<file path="config.mk">
export PLATFORM = sky130hd
export DESIGN_NAME = octave_ctrl_flat
export DESIGN_NICKNAME = d
export VERILOG_FILES = /design/src/rtl/octave_pkg.sv /design/src/rtl/octave_ctrl_if.sv /design/src/rtl/octave_decode.sv /design/src/rtl/octave_ctrl.sv /design/src/flat_wrapper.sv
export SDC_FILE = /design/constraint.sdc
export NUM_CORES = 1
export LEC_CHECK = 0
export ABC_AREA = 1
export CORE_MARGIN = 5
export CORE_UTILIZATION = 51
export CTS_BUF_LIST = sky130_fd_sc_hd__clkbuf_16
export CTS_CLUSTER_SIZE = 8
export DETAILED_ROUTE_END_ITERATION = 8
export DONT_BUFFER_PORTS = 1
export PLACE_DENSITY = 0.66
export SETUP_SLACK_MARGIN = 0.02
export SKIP_LAST_GASP = 1
export SYNTH_ARGS = -nofsm -noshare
export SYNTH_HDL_FRONTEND = slang
export SYNTH_SLANG_ARGS = --single-unit
</file>
<file path="constraint.sdc">
create_clock -name clk_48 -period 4.6 [get_ports clk_48]
set_input_delay 0 -clock clk_48 [delete_from_list [all_inputs] [get_ports clk_48]]
set_output_delay 0 -clock clk_48 [all_outputs]
set_load 0.005 [all_outputs]
</file>
<file path="src/rtl/octave_pkg.sv">
// rtl/octave_pkg.sv - shared types and per-code segment lengths for octave_ctrl
package octave_pkg;

  localparam int LEN_W = 15;

  typedef enum logic [1:0] {
    IDLE  = 2'd0,
    FLUSH = 2'd1,
    RUN   = 2'd2
  } state_t;

  typedef enum logic [1:0] {
    UP1 = 2'd0,
    UP2 = 2'd1,
    DN1 = 2'd2
  } step_t;

  typedef struct packed {
    step_t            step;
    logic             fb;
    logic [LEN_W-1:0] len;
  } cfg_t;

  localparam logic [LEN_W-1:0] LEN_1000 = 15'd2999;
  localparam logic [LEN_W-1:0] LEN_1100 = 15'd7999;
  localparam logic [LEN_W-1:0] LEN_1110 = 15'd14999;
  localparam logic [LEN_W-1:0] LEN_1111 = 15'd4999;
  localparam logic [LEN_W-1:0] LEN_0111 = 15'd9999;
  localparam logic [LEN_W-1:0] LEN_0011 = 15'd19998;
  localparam logic [LEN_W-1:0] LEN_0100 = 15'd2999;
  localparam logic [LEN_W-1:0] LEN_0001 = 15'd499;
  localparam logic [LEN_W-1:0] LEN_0010 = 15'd7999;

endpackage

</file>
<file path="src/rtl/octave_ctrl_if.sv">
// rtl/octave_ctrl_if.sv - control/status bundle between the effect sequencer and its user
interface octave_ctrl_if #(parameter int B = 15) ();

  logic         sample_stb;
  logic [3:0]   options;
  logic [3:0]   en;
  logic         we;
  logic [B-1:0] wr_addr;
  logic [B-1:0] rd_addr;
  logic         zero_wr;
  logic         fb_sel;
  logic         mute;
  logic [B-1:0] seg_len;
  logic [1:0]   state;

  modport master (
    output sample_stb, options, en,
    input  we, wr_addr, rd_addr, zero_wr, fb_sel, mute, seg_len, state
  );

  modport slave (
    input  sample_stb, options, en,
    output we, wr_addr, rd_addr, zero_wr, fb_sel, mute, seg_len, state
  );

endinterface

</file>
<file path="src/rtl/octave_decode.sv">
// rtl/octave_decode.sv - combinational options code to {step, fb, len} decode
module octave_decode
  import octave_pkg::*;
#(
  parameter int T = 20000
) (
  input  logic [3:0] options,
  output cfg_t       cfg,
  output logic       valid
);

  always_comb begin
    cfg   = '{step: UP1, fb: 1'b0, len: '0};
    valid = 1'b1;
    case (options)
      4'b1000: cfg = '{step: UP1, fb: 1'b0, len: LEN_1000};
      4'b1100: cfg = '{step: UP1, fb: 1'b0, len: LEN_1100};
      4'b1110: cfg = '{step: UP1, fb: 1'b0, len: LEN_1110};
      4'b1111: cfg = '{step: UP1, fb: 1'b1, len: LEN_1111};
      4'b0111: cfg = '{step: UP1, fb: 1'b1, len: LEN_0111};
      4'b0011: cfg = '{step: UP1, fb: 1'b1, len: LEN_0011};
      4'b0100: cfg = '{step: UP2, fb: 1'b0, len: LEN_0100};
      4'b0001: cfg = '{step: UP2, fb: 1'b0, len: LEN_0001};
      4'b0010: cfg = '{step: DN1, fb: 1'b0, len: LEN_0010};
      default: valid = 1'b0;
    endcase
    // A segment that does not fit the physical delay line cannot be served.
    if (int'(cfg.len) > T) valid = 1'b0;
  end

endmodule

</file>
<file path="src/rtl/octave_ctrl.sv">
// rtl/octave_ctrl.sv - delay-line pointer sequencer for the octave effect
// Optional zero-flush of a new segment is built when OCTAVE_CTRL_FLUSH_EN is defined.
module octave_ctrl
  import octave_pkg::*;
#(
  parameter int T = 20000,
  parameter int B = 15
) (
  input  logic         clk_48,
  input  logic         rst_n,
  octave_ctrl_if.slave bus
);

  localparam logic [B-1:0] ONE = B'(1);

  state_t       state_q, state_d;
  cfg_t         cfg_q, cfg_d, dec_cfg;
  logic         cfg_ok_q, cfg_ok_d, dec_valid;
  logic         we_q, we_d, zero_q, zero_d, fb_q, fb_d, mute_q, mute_d, phase_q, phase_d;
  logic [B-1:0] wr_q, wr_d, rd_q, rd_d, len_q, len_d;
  logic [B-1:0] last, step_amt, rd_sum, rd_next;
  logic         go, reload;
  logic         unused_en;

  octave_decode #(.T(T)) u_decode (
    .options (bus.options),
    .cfg     (dec_cfg),
    .valid   (dec_valid)
  );

  assign unused_en = ^{bus.en[3:2], bus.en[0]};
  assign go        = bus.en[1] & dec_valid;
  assign reload    = !cfg_ok_q || (dec_cfg != cfg_q);
  assign last      = len_q - ONE;

  always_comb begin
    step_amt = '0;
    case (cfg_q.step)
      UP1:     step_amt = B'(2);
      UP2:     step_amt = B'(4);
      DN1:     step_amt = phase_q ? ONE : '0;
      default: step_amt = '0;
    endcase
  end

  // Step is always smaller than the segment, so one subtract keeps rd in range.
  assign rd_sum  = rd_q + step_amt;
  assign rd_next = (rd_sum >= len_q) ? rd_sum - len_q : rd_sum;

  always_comb begin
    state_d  = state_q;
    cfg_d    = cfg_q;
    cfg_ok_d = cfg_ok_q;
    len_d    = len_q;
    wr_d     = wr_q;
    rd_d     = rd_q;
    phase_d  = phase_q;
    we_d     = 1'b0;
    zero_d   = 1'b0;
    fb_d     = 1'b0;
    mute_d   = 1'b1;
    if (!go) begin
      state_d  = IDLE;
      cfg_ok_d = 1'b0;
      wr_d     = '0;
      rd_d     = '0;
      phase_d  = 1'b0;
    end else if (reload) begin
      cfg_d    = dec_cfg;
      cfg_ok_d = 1'b1;
      len_d    = B'(dec_cfg.len);
      wr_d     = '0;
      phase_d  = 1'b0;
`ifdef OCTAVE_CTRL_FLUSH_EN
      state_d  = FLUSH;
      rd_d     = '0;
      we_d     = 1'b1;
      zero_d   = 1'b1;
`else
      state_d  = RUN;
      rd_d     = ONE;
      mute_d   = 1'b0;
      fb_d     = dec_cfg.fb;
`endif
    end
`ifdef OCTAVE_CTRL_FLUSH_EN
    else if (state_q == FLUSH) begin
      if (wr_q == last) begin
        state_d = RUN;
        wr_d    = '0;
        rd_d    = ONE;
        mute_d  = 1'b0;
        fb_d    = cfg_q.fb;
      end else begin
        we_d   = 1'b1;
        zero_d = 1'b1;
        wr_d   = wr_q + ONE;
      end
    end
`endif
    else begin
      mute_d = 1'b0;
      fb_d   = cfg_q.fb;
      we_d   = bus.sample_stb;
      if (we_q) begin
        wr_d    = (wr_q == last) ? '0 : wr_q + ONE;
        rd_d    = rd_next;
        phase_d = ~phase_q;
      end
    end
  end

  always_ff @(posedge clk_48 or negedge rst_n) begin
    if (!rst_n) begin
      state_q  <= IDLE;
      cfg_q    <= '0;
      cfg_ok_q <= 1'b0;
      len_q    <= '0;
      wr_q     <= '0;
      rd_q     <= '0;
      phase_q  <= 1'b0;
      we_q     <= 1'b0;
      zero_q   <= 1'b0;
      fb_q     <= 1'b0;
      mute_q   <= 1'b1;
    end else begin
      state_q  <= state_d;
      cfg_q    <= cfg_d;
      cfg_ok_q <= cfg_ok_d;
      len_q    <= len_d;
      wr_q     <= wr_d;
      rd_q     <= rd_d;
      phase_q  <= phase_d;
      we_q     <= we_d;
      zero_q   <= zero_d;
      fb_q     <= fb_d;
      mute_q   <= mute_d;
    end
  end

  assign bus.we      = we_q;
  assign bus.wr_addr = wr_q;
  assign bus.rd_addr = rd_q;
  assign bus.zero_wr = zero_q;
  assign bus.fb_sel  = fb_q;
  assign bus.mute    = mute_q;
  assign bus.seg_len = len_q;
  assign bus.state   = state_q;

endmodule

</file>
<file path="src/flat_wrapper.sv">
// flat-port wrapper written by rule: the top's interface ports become plain ports
module octave_ctrl_flat import octave_pkg::*;
#(
  parameter int T = 20000,
  parameter int B = 15
)
  (clk_48, rst_n, bus_sample_stb, bus_options, bus_en, bus_we, bus_wr_addr, bus_rd_addr, bus_zero_wr, bus_fb_sel, bus_mute, bus_seg_len, bus_state);
  octave_ctrl_if #(.B(B)) bus_i ();
  input  logic clk_48;
  input  logic rst_n;
  input wire logic [$bits(bus_i.sample_stb)-1:0] bus_sample_stb;
  input wire logic [$bits(bus_i.options)-1:0] bus_options;
  input wire logic [$bits(bus_i.en)-1:0] bus_en;
  output wire logic [$bits(bus_i.we)-1:0] bus_we;
  output wire logic [$bits(bus_i.wr_addr)-1:0] bus_wr_addr;
  output wire logic [$bits(bus_i.rd_addr)-1:0] bus_rd_addr;
  output wire logic [$bits(bus_i.zero_wr)-1:0] bus_zero_wr;
  output wire logic [$bits(bus_i.fb_sel)-1:0] bus_fb_sel;
  output wire logic [$bits(bus_i.mute)-1:0] bus_mute;
  output wire logic [$bits(bus_i.seg_len)-1:0] bus_seg_len;
  output wire logic [$bits(bus_i.state)-1:0] bus_state;
  assign bus_i.sample_stb = bus_sample_stb;
  assign bus_i.options = bus_options;
  assign bus_i.en = bus_en;
  assign bus_we = bus_i.we;
  assign bus_wr_addr = bus_i.wr_addr;
  assign bus_rd_addr = bus_i.rd_addr;
  assign bus_zero_wr = bus_i.zero_wr;
  assign bus_fb_sel = bus_i.fb_sel;
  assign bus_mute = bus_i.mute;
  assign bus_seg_len = bus_i.seg_len;
  assign bus_state = bus_i.state;
  octave_ctrl #(.T(T), .B(B)) u_core (.clk_48(clk_48), .rst_n(rst_n), .bus(bus_i));
endmodule
</file>
Word level (Yosys, flattened, before mapping)
Index checks and enable logic that the tools add are counted.
- bits in registers: 55
- input port bits: 11
- output and inout bits: 51
- add/sub/neg operators: 4
- magnitude comparators: 2
- eq/ne operators: 15
- muxes and demuxes: 25
- bitwise gates (word level): 2
- reduce and logical (&&, ||, !) cells: 5
- operators with widths (kind ; number):
    $pmux 18 s9 ; 1
    $mux 15 ; 8
    $pmux 15 s3 ; 1
    $ne 18x18->1 ; 1
    $eq 4x4->1 const B ; 4
    $add 15x1->15 const B ; 1
    $add 15x15->15 ; 1
    $eq 15x15->1 ; 1
    $ge 15x15->1 ; 1
    $gt 15x15->1 const B ; 1
    $sub 15x1->15 const B ; 1
    $sub 15x15->15 ; 1
    $mux 1 ; 13
    $reduce_or 9->1 ; 1
    $eq 4x2->1 const B ; 2
    $eq 4x3->1 const B ; 2
    $eq 4x1->1 const B ; 1
    $mux 2 ; 2
    $ne 3x2->1 const B ; 1
    $eq 2x1->1 const B ; 1
    $eq 2x2->1 const B ; 1
    $logic_not 2->1 ; 1
    $ne 2x2->1 const B ; 1
    $reduce_and 2->1 ; 1
    other kinds (4) ; 4

Longest topological paths before layout
Gate-level depths: netlist (run 1).
- depth in word-level cells: 8
- gate-level depth with buffers: 24
- gate-level depth less buffers: 24

By module
A second synthesis (run 1) with hierarchy kept.
- cells, all modules: 775
- area, all modules: 5027.3 um2
- modules (own cells, without submodules) (module ; instances ; cells each ; area an instance (um2) ; sequential area each (um2)):
    octave_ctrl ; 1 ; 728 ; 4803.4 ; 1327.5
    octave_decode ; 1 ; 47 ; 224.0 ; 0.0

Least setup slack after synthesis (run 1)
Ideal clock, no wire load.
- path kind: register to register
- start point: register u_core.cfg_q[17] (netlist name)
- end point: register u_core.rd_q[4] (netlist: u_core.bus.rd_addr[4])
- library setup time: 0.117 ns
- data arrival time: 3.379 ns
- required time: 4.483 ns
- path slack: 1.105 ns
- cell stages (with the launch flop): 24
- period minus slack after synthesis: 3.495 ns
- cell sequence: dfrtp_1 inv_1 nor3_1 ha_1 inv_1 fa_1 inv_1 a21oi_1 nor3_1 nand2_1 nor2_1 xor2_1 inv_1 ha_1 nand2_1 o21ai_0 a21oi_1 nand3_1 clkbuf_1 o21ai_0 o21ai_0 inv_1 nand2_1 nand2_1
- word-level cells in the longest chain between the ends: 8
- ends and longest elaborated chain (item ; RTL line ; RTL):
    start: declaration ; octave_ctrl.sv:17 ; cfg_t cfg_q, cfg_d, dec_cfg;
    start signal: assignment ; octave_ctrl.sv:128 ; cfg_q <= cfg_d;
    $eq 2x2->1, or another cell as far along ; octave_ctrl.sv:38 ; case (cfg_q.step)
    $pmux 15 s3 ; octave_ctrl.sv:38 ;
    $add 15x15->15 ; octave_ctrl.sv:47 ; assign rd_sum = rd_q + step_amt;
    $sub 15x15->15 or $ge 15x15->1 (tied branches) ; octave_ctrl.sv:48 ; assign rd_next = (rd_sum >= len_q) ? rd_sum - len_q : rd_sum;
    $mux 15 ; octave_ctrl.sv:48 ;
    $mux 15 ; octave_ctrl.sv:105 ; if (we_q) begin
    $mux 15 ; octave_ctrl.sv:68 ; end else if (reload) begin
    $mux 15 ; octave_ctrl.sv:62 ; if (!go) begin
    end signal: assignment ; octave_ctrl.sv:132 ; rd_q <= rd_d;
    end: declaration ; octave_ctrl.sv:20 ; logic [B-1:0] wr_q, wr_d, rd_q, rd_d, len_q, len_d;
Several ways; a longest one is shown, not always the timed one. The select of a mux whose other input is x is not followed.
A chain may end at the register's enable or synchronous reset.

Worst setup path after layout (run 1)
- start point: register u_core.cfg_q[17] (netlist name)
- end point: register u_core.rd_q[0] (netlist: u_core.bus.rd_addr[0])
The elaborated chain is that of the path after synthesis.

==> impl_metrics.xml, run 1 <==
<?xml version="1.0" encoding="UTF-8"?>
<metrics>
  <group name="worst_setup_path">
    <metric name="timing.critical_path.required" unit="ns">4.83</metric>
    <metric name="crit_fanout" unit="">9</metric>
    <metric name="r2r_cells" unit="">22</metric>
    <metric name="crit_path_end_kind" unit="">register</metric>
    <metric name="regToRegStartpoint" unit="">u_core.cfg_q[17]</metric>
    <metric name="worstPathArrival" unit="ns">4.26</metric>
    <metric name="cp-start-kind" unit="">register</metric>
    <metric name="ff2ff_setup_slack" unit="ns">0.57</metric>
    <metric name="worst_setup_path_class" unit="">register to register</metric>
    <metric name="worstSetupStartpoint" unit="">u_core.cfg_q[17]</metric>
  </group>
  <group name="global_route">
    <metric name="grt_pass1_vias" unit="">3918</metric>
    <metric name="antenna_found_initial" unit="">0</metric>
    <metric name="grt_pass1_wl" unit="µm">19100</metric>
    <metric name="grtUsageTotal" unit="%">21.2</metric>
    <metric name="grt_start_max_net_pins" unit="">52</metric>
    <metric name="grt_remaining_overflow" unit="">0</metric>
  </group>
  <group name="clock_network">
    <metric name="cts-hold-fix-buffers" unit="">5</metric>
    <metric name="clock_sink_count" unit="">51</metric>
    <metric name="cts_max_path_buffers" unit="">2</metric>
    <metric name="postCtsSetupRepairBufs" unit="">0</metric>
    <metric name="clk_pin_slew_worst_paths" unit="ns">0.07</metric>
    <metric name="clk_latency" unit="ns">0.29</metric>
    <metric name="ctsResizeCount" unit="">0</metric>
    <metric name="cts_root_buffer" unit="">clkbuf_16</metric>
    <metric name="cts-htree-levels" unit="">2</metric>
    <metric name="cts_tree" unit="">done</metric>
    <metric name="tritoncts.num_buffers" unit="">5</metric>
  </group>
  <group name="hold_path">
    <metric name="min_path_type" unit="">input pin to register</metric>
    <metric name="hp-start" unit="">bus_options[2]</metric>
    <metric name="hold_depth" unit="">4</metric>
  </group>
  <group name="floorplanning">
    <metric name="die-height" unit="µm">104</metric>
    <metric name="die_width" unit="µm">104</metric>
    <metric name="placement_row_count" unit="">34</metric>
    <metric name="initial_core_util" unit="%">51.9</metric>
    <metric name="boundaryPins" unit="">62</metric>
    <metric name="placeableCoreArea" unit="µm²">8640</metric>
    <metric name="die-area" unit="µm²">10800</metric>
  </group>
  <group name="synthesis">
    <metric name="synth_area_leader_cell" unit="">dfrtp_1</metric>
    <metric name="yosys.cell_types.count" unit="">40</metric>
    <metric name="synthDominantCellAreaShare" unit="%">27.9</metric>
    <metric name="synthesis.yosys.warnings" unit="">0</metric>
    <metric name="synth.avg_cell_area" unit="µm²">6.85</metric>
    <metric name="synth_seq_area_share" unit="%">28.5</metric>
    <metric name="ys_seq_elements" unit="">51</metric>
    <metric name="mappedNetlistArea" unit="µm²">4490</metric>
    <metric name="synthTopCellsByArea" unit="">dfrtp_1 28%, nand2_1 15%, xor2_1 7.4%, inv_1 6.4%, nor2_1 5.7%</metric>
    <metric name="synthesis.instances" unit="">655</metric>
  </group>
  <group name="sta">
    <metric name="setup_slack" unit="ns">0.571</metric>
    <metric name="max_slew.worst_pin.slew" unit="ns">0.550</metric>
    <metric name="setup_viol" unit="">0</metric>
    <metric name="timing_hold_violations_final" unit="">0</metric>
    <metric name="max_clock_freq" unit="MHz">248</metric>
    <metric name="timing.clock.skew" unit="ns">0.00536</metric>
    <metric name="whs" unit="ns">0.0639</metric>
    <metric name="period_minus_slack" unit="ns">4.03</metric>
    <metric name="final_critical_path_share_of_the_clock_period" unit="%">87.6</metric>
    <metric name="finalSetupTns" unit="ns">0</metric>
    <metric name="report.final.slew_viol_count" unit="">0</metric>
    <metric name="grt_setup_unrepaired" unit="">no</metric>
    <metric name="timing.slew.headroom" unit="%">62.9</metric>
  </group>
  <group name="power">
    <metric name="power_per_cell_area" unit="nW/µm²">270</metric>
    <metric name="maximum_vdd_ir_drop" unit="mV">0.136</metric>
    <metric name="p_leak" unit="nW">2.46</metric>
    <metric name="fin_total_pwr" unit="mW">1.26</metric>
  </group>
  <group name="place">
    <metric name="placedInstanceArea" unit="µm²">4450</metric>
    <metric name="io_buffer_count" unit="">0</metric>
    <metric name="detailedPlace.worstSlack" unit="ns">0.541</metric>
    <metric name="detailed_place_hpwl" unit="µm">8660</metric>
    <metric name="place.gp.congestion" unit="">0.900</metric>
    <metric name="cell_total_after_placement" unit="">739</metric>
  </group>
  <group name="cells_and_area">
    <metric name="instances_no_fill" unit="">752</metric>
    <metric name="antenna-diode-count" unit="">0</metric>
    <metric name="finish.instance_area" unit="µm²">4660</metric>
    <metric name="layout-area-overhead-vs-synth" unit="%">3.88</metric>
    <metric name="post-route-util" unit="%">54.0</metric>
    <metric name="nets" unit="">676</metric>
    <metric name="post_route_cells_drive_above_1_share" unit="%">5.28</metric>
  </group>
  <group name="routing">
    <metric name="detailedRoute.firstIterationViolations" unit="">127</metric>
    <metric name="wl_per_cell" unit="µm">14.9</metric>
    <metric name="drt-pass1-iter-count" unit="">5</metric>
    <metric name="ant_nets" unit="">0</metric>
    <metric name="drt_drc_violations_left" unit="">0</metric>
    <metric name="routed_via_density" unit="">5.34</metric>
    <metric name="postRouteWirelength" unit="µm">11200</metric>
    <metric name="via_count" unit="">4015</metric>
  </group>
  <group name="run_status">
    <metric name="outcome" unit="">finished, final reports clean</metric>
  </group>
  <group name="flow_run">
    <metric name="max_cap_violations" unit="">0</metric>
  </group>
</metrics>
[cells in the final DEF, fill, tap and decap left out, types with 4 or more instances in the layout]
cell | netlist | layout
a21boi_0 | 4 | 4
nand2_2 | 6 | 6
nand3b_1 | 4 | 4
nand2_1 | 182 | 182
dlygate4sd3_1 | 0 | 4
o21ai_0 | 38 | 38
a21oi_1 | 23 | 23
dfrtp_1 | 50 | 50
inv_1 | 77 | 78
o21a_1 | 4 | 4
ha_1 | 20 | 20
nor3_1 | 10 | 10
nor2_4 | 4 | 4
nand4_1 | 14 | 14
nand3_1 | 45 | 45
nor2_1 | 68 | 68
xnor2_1 | 13 | 13
clkbuf_16 | 0 | 5
xor2_1 | 38 | 38
[power breakdown]
part	switching, mW	total [mW]	internal [mW]	leakage (nW)
combinational	0.236	0.362	0.126	1.71
clock	0.173	0.372	0.199	0.0710
sequential	0.0530	0.526	0.473	0.680
total	0.462	1.26	0.799	2.46
[synth_stat cells]
cell / count
nand2_1: 182
inv_1: 77
nor2_1: 68
dfrtp_1: 50
nand3_1: 45
o21ai_0: 38
xor2_1: 38
a21oi_1: 23
ha_1: 20
buf_4: 18
nand4_1: 14
xnor2_1: 13
nor3_1: 10
nand2_2: 6
a21boi_0: 4
buf_2: 4
nand3b_1: 4
nor2_4: 4
o21a_1: 4
clkbuf_1: 3
inv_2: 3
nor2_2: 3
o21ai_1: 3
buf_6: 2
fa_1: 2
o21bai_1: 2
or2_2: 2
a21o_1: 1
a31oi_1: 1
and2_1: 1
conb_1: 1
dfstp_2: 1
nand2_4: 1
nand4_2: 1
nand4_4: 1
nor2_8: 1
nor3_4: 1
nor3b_1: 1
o22ai_1: 1
xnor3_1: 1
[logic make-up (layout without fill, tap and decap cells)]
kind of cell    count (synthesis)  in the layout  share of synthesized area [%]
buf+inv                       107             95                           10.9
simple gates                  345            345                           34.3
other cells                     1              2                         0.0836
flops                          51             51                           28.5
compound gates                 77             77                           9.26
fa+ha+maj                      22             22                           6.47
xor+xnor                       52             52                           10.5
[cell type report]
type / count / area [µm²]
clock buffer: 5 / 125
sequential: 51 / 1280
clock inverter: 3 / 16.3
fill: 867 / 3980
inverter: 80 / 300
multi-input combinational: 498 / 2720
timing repair buffer: 7 / 82.6
tap: 108 / 135
[routing by layer]
layer | track usage (%) | routed length (µm) | up-vias
met5 | 0 | 0 | -
li1 | - | - | 2044
met3 | 3.05 | 566 | 17
met1 | 28.1 | 5060 | 1858
met2 | 36.3 | 5370 | 96
met4 | 5.09 | 186 | 0
[sequential cells by signal (all words and copies together) (netlist names)]
| signal | count |
|---|---|
| u_core.bus.rd_addr | 15 |
| u_core.bus.wr_addr | 15 |
| u_core.bus.seg_len | 13 |
| u_core.cfg_q | 3 |
| u_core.bus.fb_sel | 1 |
| u_core.bus.mute | 1 |
| u_core.bus.state | 1 |
| u_core.bus.we | 1 |
| u_core.phase_q | 1 |
[final timing paths]
check / endpoint
min: u_core.bus.seg_len[9]
min in group asynchronous: u_core.bus.fb_sel
min reg2reg: u_core.phase_q
max in group asynchronous: u_core.bus.mute
max reg2reg: u_core.bus.rd_addr[0]
max: u_core.bus.rd_addr[0]
[critical path: stages (launching register included)]
cell and delay (ns):
dfrtp_1 0.41, inv_1 0.09, nor3_1 0.18, ha_1 0.20, inv_1 0.06, fa_1 0.40
inv_1 0.07, a21oi_1 0.08, nor3_1 0.38, nand2_1 0.21, nor2_1 0.17, xor2_1 0.19
inv_1 0.07, ha_1 0.35, nand2_1 0.08, o21ai_0 0.18, a21oi_1 0.06, nand3_1 0.11
inv_1 0.14, or2_2 0.31, nand3_1 0.08, nand3_1 0.08, nand2_1 0.07
(Power assumes the default switching activity.)
==> inputs of run 2 (changes only) <==
SYNTH_HIERARCHICAL = 1   (was unset)
==> impl_metrics.xml, run 2 <==
<?xml version="1.0" encoding="UTF-8"?>
<metrics>
  <group name="sta">
    <metric name="period_minus_slack" unit="ns">4.17</metric>
    <metric name="timing.slew.headroom" unit="%">46.8</metric>
    <metric name="finalSetupTns" unit="ns">0</metric>
    <metric name="timing.clock.skew" unit="ns">0.0109</metric>
    <metric name="max_slew.worst_pin.slew" unit="ns">0.796</metric>
    <metric name="report.final.slew_viol_count" unit="">0</metric>
    <metric name="setup_viol" unit="">0</metric>
    <metric name="final_critical_path_share_of_the_clock_period" unit="%">90.7</metric>
    <metric name="timing_hold_violations_final" unit="">0</metric>
    <metric name="max_clock_freq" unit="MHz">240</metric>
    <metric name="grt_setup_unrepaired" unit="">no</metric>
  </group>
  <group name="global_route">
    <metric name="grt_pass1_vias" unit="">4500</metric>
    <metric name="grt_pass1_wl" unit="µm">22700</metric>
    <metric name="antenna_found_initial" unit="">0</metric>
    <metric name="grt_met1_usage" unit="%">30.9</metric>
    <metric name="grtUsageTotal" unit="%">24.1</metric>
    <metric name="grt_use_met3" unit="%">2.90</metric>
    <metric name="grt_start_max_net_pins" unit="">54</metric>
    <metric name="groute.layer.met2.usage" unit="%">42.0</metric>
    <metric name="grt_remaining_overflow" unit="">0</metric>
    <metric name="globalRoute.busiestLayer" unit="">met2</metric>
  </group>
  <group name="place">
    <metric name="detailed_place_hpwl" unit="µm">10800</metric>
    <metric name="place.gp.congestion" unit="">0.947</metric>
    <metric name="io_buffer_count" unit="">0</metric>
    <metric name="cell_total_after_placement" unit="">876</metric>
    <metric name="placedInstanceArea" unit="µm²">4950</metric>
  </group>
  <group name="worst_setup_path">
    <metric name="worstPathArrival" unit="ns">4.35</metric>
    <metric name="cp_common_cell" unit="">nand2_1</metric>
    <metric name="cp-start-kind" unit="">register</metric>
    <metric name="cp.buffers_inverters" unit="">3</metric>
    <metric name="crit_path_end_kind" unit="">register</metric>
    <metric name="kind_of_cell_with_the_highest_combined_delay_on_the_critical_path" unit="">simple AND/OR/NAND/NOR gates</metric>
    <metric name="critical-path-max-stage-delay" unit="ns">0.44</metric>
    <metric name="path_cells" unit="">nand2_1 &gt; nor2_1 &gt; ha_1 &gt; inv_1 &gt; fa_1 &gt; or2_2 &gt; a21oi_4 &gt; nand4_1 &gt; xor2_1 &gt; inv_1 &gt; ha_1 &gt; a21oi_1 &gt; nand2_1 &gt; a21oi_1 &gt; nand3_2 &gt; buf_4 &gt; o211ai_1 &gt; nand2_1</metric>
    <metric name="worst_setup_path_class" unit="">register to register</metric>
    <metric name="crit_fanout" unit="">14</metric>
    <metric name="timing.critical_path.required" unit="ns">4.77</metric>
    <metric name="cpMaxStageDelayCell" unit="">dfrtp_1</metric>
  </group>
  <group name="cells_and_area">
    <metric name="nets" unit="">790</metric>
    <metric name="layout-area-overhead-vs-synth" unit="%">4.13</metric>
    <metric name="antenna-diode-count" unit="">0</metric>
    <metric name="fillers" unit="">983</metric>
    <metric name="instances_no_fill" unit="">891</metric>
    <metric name="final_cell_mix" unit="">234 x nand2_1, 106 x inv_1, 79 x nor2_1</metric>
    <metric name="finish.instance_area" unit="µm²">5240</metric>
    <metric name="layout.cells.most_common" unit="">nand2_1</metric>
    <metric name="post_route_cells_drive_above_1_share" unit="%">7.39</metric>
  </group>
  <group name="routing">
    <metric name="ant_nets" unit="">0</metric>
    <metric name="postRouteWirelength" unit="µm">13900</metric>
    <metric name="drt_drc_violations_left" unit="">0</metric>
    <metric name="routed_via_density" unit="">5.35</metric>
    <metric name="drt-pass1-iter-count" unit="">5</metric>
    <metric name="wl_per_cell" unit="µm">15.6</metric>
    <metric name="detailedRoute.firstIterationViolations" unit="">269</metric>
    <metric name="via_count" unit="">4765</metric>
  </group>
  <group name="clock_network">
    <metric name="tritoncts.num_buffers" unit="">5</metric>
    <metric name="postCtsSetupRepairBufs" unit="">0</metric>
    <metric name="cts_max_path_buffers" unit="">2</metric>
    <metric name="clock_sink_count" unit="">53</metric>
    <metric name="cts_tree" unit="">done</metric>
    <metric name="cts-htree-levels" unit="">2</metric>
    <metric name="clk_latency" unit="ns">0.29</metric>
    <metric name="cts_root_buffer" unit="">clkbuf_16</metric>
    <metric name="clk_pin_slew_worst_paths" unit="ns">0.07</metric>
  </group>
  <group name="synthesis">
    <metric name="yosys_most_used_dff" unit="">dfrtp_1</metric>
    <metric name="mappedNetlistArea" unit="µm²">5030</metric>
    <metric name="synth_seq_area_share" unit="%">26.4</metric>
    <metric name="synthDominantCellAreaShare" unit="%">25.9</metric>
    <metric name="synth.most_common_cell" unit="">nand2_1</metric>
    <metric name="synth.avg_cell_area" unit="µm²">6.49</metric>
    <metric name="async_set_reset_flop_share_out_of_synthesis" unit="%">100</metric>
    <metric name="yosys.cell_types.count" unit="">42</metric>
    <metric name="synth-edff-count" unit="">0</metric>
    <metric name="yosys-top-cells-count" unit="">234 x nand2_1, 106 x inv_1, 79 x nor2_1</metric>
    <metric name="synthesis.instances" unit="">775</metric>
    <metric name="synth_area_leader_cell" unit="">dfrtp_1</metric>
    <metric name="synthTopCellsByArea" unit="">dfrtp_1 26%, nand2_1 17%, inv_1 7.9%, nand3_1 6.3%, nor2_1 5.9%</metric>
    <metric name="synthesis.yosys.warnings" unit="">6</metric>
    <metric name="ys_seq_elements" unit="">53</metric>
  </group>
  <group name="power">
    <metric name="fin_total_pwr" unit="mW">1.65</metric>
    <metric name="power_per_cell_area" unit="nW/µm²">314</metric>
    <metric name="maximum_vdd_ir_drop" unit="mV">0.177</metric>
    <metric name="p_leak" unit="nW">2.77</metric>
  </group>
  <group name="floorplanning">
    <metric name="die_width" unit="µm">109</metric>
    <metric name="boundaryPins" unit="">62</metric>
    <metric name="initial_core_util" unit="%">51.9</metric>
    <metric name="die-area" unit="µm²">11900</metric>
    <metric name="placeableCoreArea" unit="µm²">9680</metric>
    <metric name="placement_row_count" unit="">36</metric>
    <metric name="die-height" unit="µm">109</metric>
  </group>
  <group name="run_status">
    <metric name="outcome" unit="">finished, final reports clean</metric>
  </group>
  <group name="hold_path">
    <metric name="min_path_type" unit="">input pin to register</metric>
  </group>
  <group name="flow_run">
    <metric name="max_cap_violations" unit="">0</metric>
  </group>
</metrics>
run 2: through the flow:
| stage | worst slack (ns) | hold slack (ns) | utilization (%) |
|---|---|---|---|
| 5_1_grt | 0.0482 | 0.0770 | 54.1 |
| 3_5_place_dp | 0.471 | -0.293 | 51.2 |
| 6_report | 0.426 | 0.0333 | 54.1 |
| 2_1_floorplan | 1.10 | -0.296 | - |
| 4_1_cts | 0.449 | 0.0319 | 54.0 |
| 3_3_place_gp | 0.555 | -0.292 | 51.2 |
run 2: worst paths after layout:
kind                            cells after the start                     end             start  slack, ns
worst max register to register                     18  u_core/bus.rd_addr[11]  u_core/cfg_q[17]       0.43
worst min-delay path                                4       u_core/bus.fb_sel    bus_options[1]       0.03
max in group asynchronous                           2         u_core/bus.mute             rst_n       4.04
worst max-delay path                               18  u_core/bus.rd_addr[11]  u_core/cfg_q[17]       0.43
worst min register to register                      1          u_core/phase_q    u_core/phase_q       0.49
min in group asynchronous                           2  u_core/bus.seg_len[14]             rst_n       0.28
run 2: kinds of logic after synthesis:
family,count (synthesis),share of synthesized area [%]
xor gates and xnor gates,44,7.67
buffers and inverters,149,13.6
DFF,53,26.4
and+or+nand+nor,427,36.8
adders and majority gates,22,5.77
other,1,0.0746
AOI/OAI and AO/OA,79,9.66
run 2: worst reg2reg max path, stage by stage, from the launching register on:
cell and delay [ns]:
dfrtp_1 0.44, nand2_1 0.07, nor2_1 0.09, ha_1 0.17, inv_1 0.06, fa_1 0.38
or2_2 0.34, a21oi_4 0.22, nand4_1 0.16, xor2_1 0.21, inv_1 0.10, ha_1 0.36
a21oi_1 0.33, nand2_1 0.09, a21oi_1 0.21, nand3_2 0.31, buf_4 0.27, o211ai_1 0.18
nand2_1 0.07
run 2: repair_timing:
item,4_1_cts,5_1_grt
endpoints found under the hold margin,59,0
resized for setup,0,1
hold buffers,7,0
setup endpoints to repair,0,2
run 2: metal layers:
metal	part of all wire [%]	up-vias
li1	-	2372
met1	42	2218
met2	49	146
met3	5.8	29
met4	2.8	0
met5	0	-
run 2: final cells by class:
| cell class | count | area (µm²) | area share (%) |
|---|---|---|---|
| clock inverters | 3 | 65.1 | 1.24 |
| multi-input cells | 574 | 3020 | 57.7 |
| repair buffers | 8 | 95.1 | 1.82 |
| inverters | 115 | 435 | 8.32 |
| clock buffers | 5 | 125 | 2.39 |
| flip-flops and latches | 53 | 1330 | 25.4 |
| well taps | 133 | 166 | 3.18 |
run 2: where the power goes:
part	switching, mW	leakage, nW	total [mW]	internal, mW
Clock	0.171	0.0938	0.482	0.311
Sequential	0.0780	0.711	0.574	0.496
Combinational	0.385	1.97	0.589	0.203
